==> src/rtl/postage_sched_pkg.sv <==
// rtl/postage_sched_pkg.sv - shared types and width helpers for the postage stamp scheduler
package postage_sched_pkg;

    typedef enum logic [1:0] {
        ST_IDLE   = 2'd0,
        ST_OFFER  = 2'd1,
        ST_STREAM = 2'd2
    } sched_state_t;

    localparam int DEF_N_CHAN    = 8;
    localparam int DEF_STAMP_LEN = 128;
    localparam int DEF_TIMEOUT   = 1024;
    localparam int DEF_CNT_W     = 16;

    // Counter widths never drop below one bit, even for degenerate parameters.
    function automatic int clog2_min1(input int v);
        return (v > 2) ? $clog2(v) : 1;
    endfunction

    localparam int CHAN_W  = clog2_min1(DEF_N_CHAN);
    localparam int BEAT_W  = clog2_min1(DEF_STAMP_LEN);
    localparam int STALL_W = clog2_min1(DEF_TIMEOUT);

endpackage

==> src/rtl/postage_rr_arbiter.sv <==
// rtl/postage_rr_arbiter.sv - combinational rotating-priority pick of the first request at or after ptr
module postage_rr_arbiter
    import postage_sched_pkg::*;
#(
    parameter int N_CHAN = DEF_N_CHAN,
    parameter int C_W    = clog2_min1(DEF_N_CHAN)
) (
    input  logic [N_CHAN-1:0] i_req,
    input  logic [C_W-1:0]    i_ptr,
    output logic [C_W-1:0]    o_gnt_idx,
    output logic              o_gnt_any
);

    int w_k;

    // Walk from the farthest candidate back to ptr so the nearest set bit is assigned last.
    always_comb begin
        o_gnt_idx = '0;
        o_gnt_any = 1'b0;
        w_k       = 0;
        for (int i = N_CHAN - 1; i >= 0; i--) begin
            w_k = (int'(i_ptr) + i) % N_CHAN;
            if (i_req[w_k[C_W-1:0]]) begin
                o_gnt_idx = w_k[C_W-1:0];
                o_gnt_any = 1'b1;
            end
        end
    end

endmodule

==> src/rtl/postage_stamp_scheduler.sv <==
// rtl/postage_stamp_scheduler.sv - round-robin grant of the postage-stamp capture engine with stall watchdog
module postage_stamp_scheduler
    import postage_sched_pkg::*;
#(
    parameter int N_CHAN    = DEF_N_CHAN,
    parameter int STAMP_LEN = DEF_STAMP_LEN,
    parameter int TIMEOUT   = DEF_TIMEOUT,
    parameter int CNT_W     = DEF_CNT_W
) (
    input  logic                      clock,
    input  logic                      reset,
    input  logic [N_CHAN-1:0]         i_trig,
    output logic                      o_sel_valid,
    output logic [$clog2(N_CHAN)-1:0] o_sel_chan,
    input  logic                      i_sel_ready,
    input  logic                      i_beat_valid,
    input  logic                      i_beat_ready,
    output logic                      o_last,
    output logic                      o_busy,
    output logic [N_CHAN-1:0]         o_pending,
    output logic [CNT_W-1:0]          o_drop_count,
    output logic                      o_timeout_err
);

    localparam int C_W   = $clog2(N_CHAN);
    localparam int B_W   = clog2_min1(STAMP_LEN);
    localparam int S_W   = clog2_min1(TIMEOUT);
    localparam int DN_W  = $clog2(N_CHAN + 1);
    localparam int SUM_W = ((CNT_W > DN_W) ? CNT_W : DN_W) + 1;

    localparam logic [B_W-1:0]   LAST_BEAT = B_W'(STAMP_LEN - 1);
    localparam logic [S_W-1:0]   STALL_MAX = S_W'(TIMEOUT - 1);
    localparam logic [C_W-1:0]   CHAN_MAX  = C_W'(N_CHAN - 1);
    localparam logic [SUM_W-1:0] DROP_MAX  = SUM_W'({CNT_W{1'b1}});

    sched_state_t r_state;
    sched_state_t w_state_nxt;

    logic              r_sel_valid;
    logic [C_W-1:0]    r_sel_chan;
    logic [C_W-1:0]    r_rr_ptr;
    logic [N_CHAN-1:0] r_pending;
    logic [CNT_W-1:0]  r_drop_count;
    logic              r_timeout_err;
    logic [B_W-1:0]    r_beat_cnt;
    logic [S_W-1:0]    r_stall_cnt;

    logic [C_W-1:0]    w_gnt_idx;
    logic              w_gnt_any;
    logic              w_start;
    logic              w_beat_acc;
    logic              w_final_beat;
    logic              w_timeout;
    logic [N_CHAN-1:0] w_clear_mask;
    logic [N_CHAN-1:0] w_drop_bits;
    logic [DN_W-1:0]   w_drop_n;
    logic [SUM_W-1:0]  w_drop_sum;
    logic [CNT_W-1:0]  w_drop_nxt;
    logic [C_W-1:0]    w_ptr_nxt;

    postage_rr_arbiter #(
        .N_CHAN (N_CHAN),
        .C_W    (C_W)
    ) u_arb (
        .i_req     (r_pending),
        .i_ptr     (r_rr_ptr),
        .o_gnt_idx (w_gnt_idx),
        .o_gnt_any (w_gnt_any)
    );

    assign w_start      = (r_state == ST_OFFER) && i_sel_ready;
    assign w_beat_acc   = (r_state == ST_STREAM) && i_beat_valid && i_beat_ready;
    assign w_final_beat = w_beat_acc && (r_beat_cnt == LAST_BEAT);
    assign w_ptr_nxt    = (r_sel_chan == CHAN_MAX) ? '0 : r_sel_chan + 1'b1;
    assign w_clear_mask = w_start ? (N_CHAN'(1) << r_sel_chan) : '0;
    assign w_drop_bits  = i_trig & r_pending & ~w_clear_mask;

    always_comb begin
        w_drop_n = '0;
        for (int i = 0; i < N_CHAN; i++) begin
            w_drop_n = w_drop_n + DN_W'(w_drop_bits[i]);
        end
        w_drop_sum = SUM_W'(r_drop_count) + SUM_W'(w_drop_n);
        w_drop_nxt = (w_drop_sum > DROP_MAX) ? {CNT_W{1'b1}} : w_drop_sum[CNT_W-1:0];
    end

    always_comb begin
        w_state_nxt = r_state;
        w_timeout   = 1'b0;
        case (r_state)
            ST_IDLE: begin
                if (w_gnt_any) begin
                    w_state_nxt = ST_OFFER;
                end
            end
            ST_OFFER: begin
                if (i_sel_ready) begin
                    w_state_nxt = ST_STREAM;
                end
            end
            ST_STREAM: begin
                if (w_final_beat) begin
                    w_state_nxt = ST_IDLE;
                end else if (!w_beat_acc && (r_stall_cnt == STALL_MAX)) begin
                    w_timeout   = 1'b1;
                    w_state_nxt = ST_IDLE;
                end
            end
            default: begin
                w_state_nxt = ST_IDLE;
            end
        endcase
    end

    always_ff @(posedge clock) begin
        if (reset) begin
            r_state <= ST_IDLE;
        end else begin
            r_state <= w_state_nxt;
        end
    end

    always_ff @(posedge clock) begin
        if (reset) begin
            r_sel_valid   <= 1'b0;
            r_sel_chan    <= '0;
            r_rr_ptr      <= '0;
            r_pending     <= '0;
            r_drop_count  <= '0;
            r_timeout_err <= 1'b0;
            r_beat_cnt    <= '0;
            r_stall_cnt   <= '0;
        end else begin
            // A trigger landing on the channel being cleared re-arms it as a fresh request.
            r_pending     <= (r_pending & ~w_clear_mask) | i_trig;
            r_drop_count  <= w_drop_nxt;
            r_timeout_err <= w_timeout;

            if ((r_state == ST_IDLE) && w_gnt_any) begin
                r_sel_chan  <= w_gnt_idx;
                r_sel_valid <= 1'b1;
            end
            if (w_start) begin
                r_sel_valid <= 1'b0;
                r_rr_ptr    <= w_ptr_nxt;
            end

            // Counters idle at zero outside STREAM, so entering STREAM starts them cleared.
            if (r_state == ST_STREAM) begin
                if (w_beat_acc) begin
                    r_stall_cnt <= '0;
                    r_beat_cnt  <= w_final_beat ? '0 : r_beat_cnt + 1'b1;
                end else if (w_timeout) begin
                    r_stall_cnt <= '0;
                    r_beat_cnt  <= '0;
                end else begin
                    r_stall_cnt <= r_stall_cnt + 1'b1;
                end
            end else begin
                r_stall_cnt <= '0;
                r_beat_cnt  <= '0;
            end
        end
    end

    assign o_sel_valid   = r_sel_valid;
    assign o_sel_chan    = r_sel_chan;
    assign o_pending     = r_pending;
    assign o_drop_count  = r_drop_count;
    assign o_timeout_err = r_timeout_err;
    assign o_last        = (r_state == ST_STREAM) && (r_beat_cnt == LAST_BEAT);
    assign o_busy        = (r_state != ST_IDLE);

endmodule

==> config.mk <==
export PLATFORM = sky130hd
export DESIGN_NAME = postage_stamp_scheduler
export DESIGN_NICKNAME = d
export VERILOG_FILES = /design/src/rtl/postage_sched_pkg.sv /design/src/rtl/postage_rr_arbiter.sv /design/src/rtl/postage_stamp_scheduler.sv
export SDC_FILE = /design/constraint.sdc
export NUM_CORES = 1
export LEC_CHECK = 0
export CAP_MARGIN = 30
export CORE_UTILIZATION = 26
export CTS_CLUSTER_SIZE = 14
export DETAILED_ROUTE_END_ITERATION = 6
export GPL_ROUTABILITY_DRIVEN = 0
export HOLD_SLACK_MARGIN = 0.12
export SYNTH_ARGS = -nofsm -noshare
export SYNTH_HDL_FRONTEND = slang
export SYNTH_SLANG_ARGS = --single-unit
==> constraint.sdc <==
create_clock -name clock -period 6.52 [get_ports clock]
set_input_delay 1.304 -clock clock [delete_from_list [all_inputs] [get_ports clock]]
set_output_delay 1.304 -clock clock [all_outputs]
set_load 0.005 [all_outputs]
==> qor.txt, run 1 <==
share of post-route cells with drive strength above 1: 0.06780
Cell variety after synth: 56
core box area: 12110 um2
CTS Hold Bufs: 0
Cell Area, Synth: 3247 um2
Row Count: 40
CP startpoint: i_sel_ready
Initial Util: 0.2681
Final period util: 0.9087
register area share after synthesis: 0.3145
CP Launch Type: input port
worst path required time: 6740 ps
CP cell instances: clkdlybuf4s50_1 -> nand2_1 -> or2_2 -> nor2_1 -> a21boi_0 -> and2_1 -> fa_1 -> inv_1 -> fa_1 -> inv_1 -> fa_1 -> fa_1 -> inv_1 -> fa_1 -> nor2b_1 -> o21ai_0 -> a21oi_1 -> nand3_1 -> buf_4 -> a21oi_1
vias: 2827
Worst Setup End Kind: flop
vias per inst: 4.866
Clock Latency Late Sink: 280 ps
Largest stage delay, worst path: 560 ps
# DRC: 0
Setup Total Neg Slack: 0 ps
post-cts sizing count: 0
highest routed layer: met4
worst reg2reg path depth: 19
Synth Register Bits: 51
Power Total: 963.1 uW
critical path endpoint: o_drop_count[1]
DR WL met2: 3868 um
largest net degree at the start of global routing: 37
Max VDD drop: 0.1402 mV
clk slew on worst S/H paths: 60 ps
register-to-register setup slack: 1680 ps
worst clock skew: 4.831 ps
max-cap viol count: 0
Ports: 44
run status: completed
Cell Pwr Density: 241.4 nW/um2
worst slew pin tran: 802.5 ps
EDFF count, synth: 0
Synth top area share: 0.3145
number of port buffers: 43
GRT Total Usage: 0.1276
gr ovfl total: 0
count of pins over their slew limit: 0
antenna viol nets, final: 0
reg2reg end: o_drop_count[1]
Min-Delay Path Class: reg2reg
Synth Net Count: 407
Tmin final: 5924 ps
Leakage: 0.001475 uW
CTS Buffer Depth: 2
DR iter-0 viols: 137
top cells by area, synth: dfxtp_1, mux4_2, ha_1
cell taking the most area after synthesis: dfxtp_1
antenna cells: 0
WS Path Type: in2reg
commonest non-fill, non-tap cells in the layout: nor2_1, dfxtp_1, clkdlybuf4s50_1, a21oi_1, nand2_1
Setup Viol. Count Final: 0
post-layout util: 0.3294
Worst path most repeated cell: fa_1
Area Growth Syn to Fin: 22.89%
Die Span X: 113.8 um
CTS sink count: 51
slew margin rel.: 0.4512
synthesized area per cell: 8.705 um2
main flop type after synthesis: dfxtp_1
first-pass GRT wire length: 13460 um
post-DP HPWL: 5875 um
Setup Buffers After CTS: 0
CP arrival: 6140 ps
Hold Crit Depth: 1
async set or reset register ratio after synthesis: 0
die height: 113.8 um
Post-layout nets: 447
R2R Path Start: r_state[0]
CP max-delay cell: fa_1
htree depth: 2
WL/cell: 13.56 um
iteration count of the initial detailed-routing pass: 4
Synth Instances: 373
highest clock rate: 168.8 MHz
routed wire length: 7881 um
critical path peak fanout: 8
metal3 WL: 248 um
Final Hold Viols: 0
initial antenna violation count: 0
RSZ-0062 raised after global routing: no
number of global-route vias before repair: 2850
Met1 Wirelength: 3624 um
CTS tree: built
DIE AREA: 12940 um2
CTS Buf Count: 5
CTS root buf: clkbuf_16
Syn. warnings: 0
[cell type report]
class,instances,area [um2]
clock inverters,1,30.03
repair buffers,46,452.9
multi-input cells,289,2072
fillers,1280,8122
inverters,20,75.07
clock buffers,6,128.9
flip-flops and latches,51,1021
well taps,168,210.2
[how the worst min path moves through the flow]
stage	slack [ps]	startpoint	endpoint
3_3_place_gp	430	r_stall_cnt[0]	r_stall_cnt[0]
5_1_grt	480	r_stall_cnt[0]	r_stall_cnt[0]
4_1_cts	450	r_stall_cnt[0]	r_stall_cnt[0]
3_5_place_dp	440	r_stall_cnt[0]	r_stall_cnt[0]
2_1_floorplan	420	r_stall_cnt[0]	r_stall_cnt[0]
6_report	450	r_stall_cnt[0]	r_stall_cnt[0]
[worst max-delay path: cells and delay by family]
kind                       cells  cell delay (ps)
AOI/OAI and AO/OA              4              580
adders and majority gates      5             2180
buffers and inverters          5              900
and+or+nand+nor                6             1160
[logic make-up after synthesis]
logic type	Yosys count	synth area share
flip-flops	51	0.3145
AO/OA/AOI/OAI	83	0.1676
multiplexers	21	0.1048
XOR/XNOR	24	0.06706
adder cells (fa/ha/maj)	21	0.09249
buffers and inverters	33	0.04740
AND/OR/NAND/NOR	140	0.2062
[sequential cells by signal, summed over array words and instances (netlist names)]
register       flops
r_rr_ptr           3
o_timeout_err      1
o_pending          8
r_stall_cnt       10
r_beat_cnt         7
o_sel_chan         3
o_drop_count      16
r_state            2
o_sel_valid        1
[where the power goes]
part	internal [uW]	switching, uW	leakage (uW)
combinational	154	152	0.000982
sequential	333	36.3	0.000416
clock	179	108	0.0000769
total	667	296	0.00147
[per-stage QoR]
stage	setup slack, ps	instance area (um2)	cells	hold slack, ps
after global placement	432.2	3831	574	430.0
after global routing	322.0	3990	581	475.0
after detailed placement	328.5	3831	574	443.9
after floorplan	862.4	3247	373	417.5
after CTS	606.6	3990	581	452.9
final	595.5	3990	581	451.3
[synth_stat cells, types with 8 or more instances]
cell type / instances
inv_1: 19
xor2_1: 8
a21oi_1: 34
nand3_1: 15
xnor2_1: 15
nand2_1: 29
dfxtp_1: 51
and3_1: 9
mux2i_1: 10
ha_1: 16
mux4_2: 10
nor2_1: 51
[metal layers]
layer  GRT usage  up-vias
met5           0        -
met4     0.04211        0
met3     0.02019       11
met2      0.2207       67
met1      0.1617     1338
li1            -     1411
Power figures use the tool's default switching activity.
==> inputs of run 2 (changes only) <==
--- a/config.mk
+++ b/config.mk
@@ -14,3 +14,4 @@
 export SYNTH_ARGS = -nofsm -noshare
 export SYNTH_HDL_FRONTEND = slang
 export SYNTH_SLANG_ARGS = --single-unit
+export TNS_END_PERCENT = 1
==> results of run 2 <==
The final DEF is identical to that of run 1; final timing and power are the same.
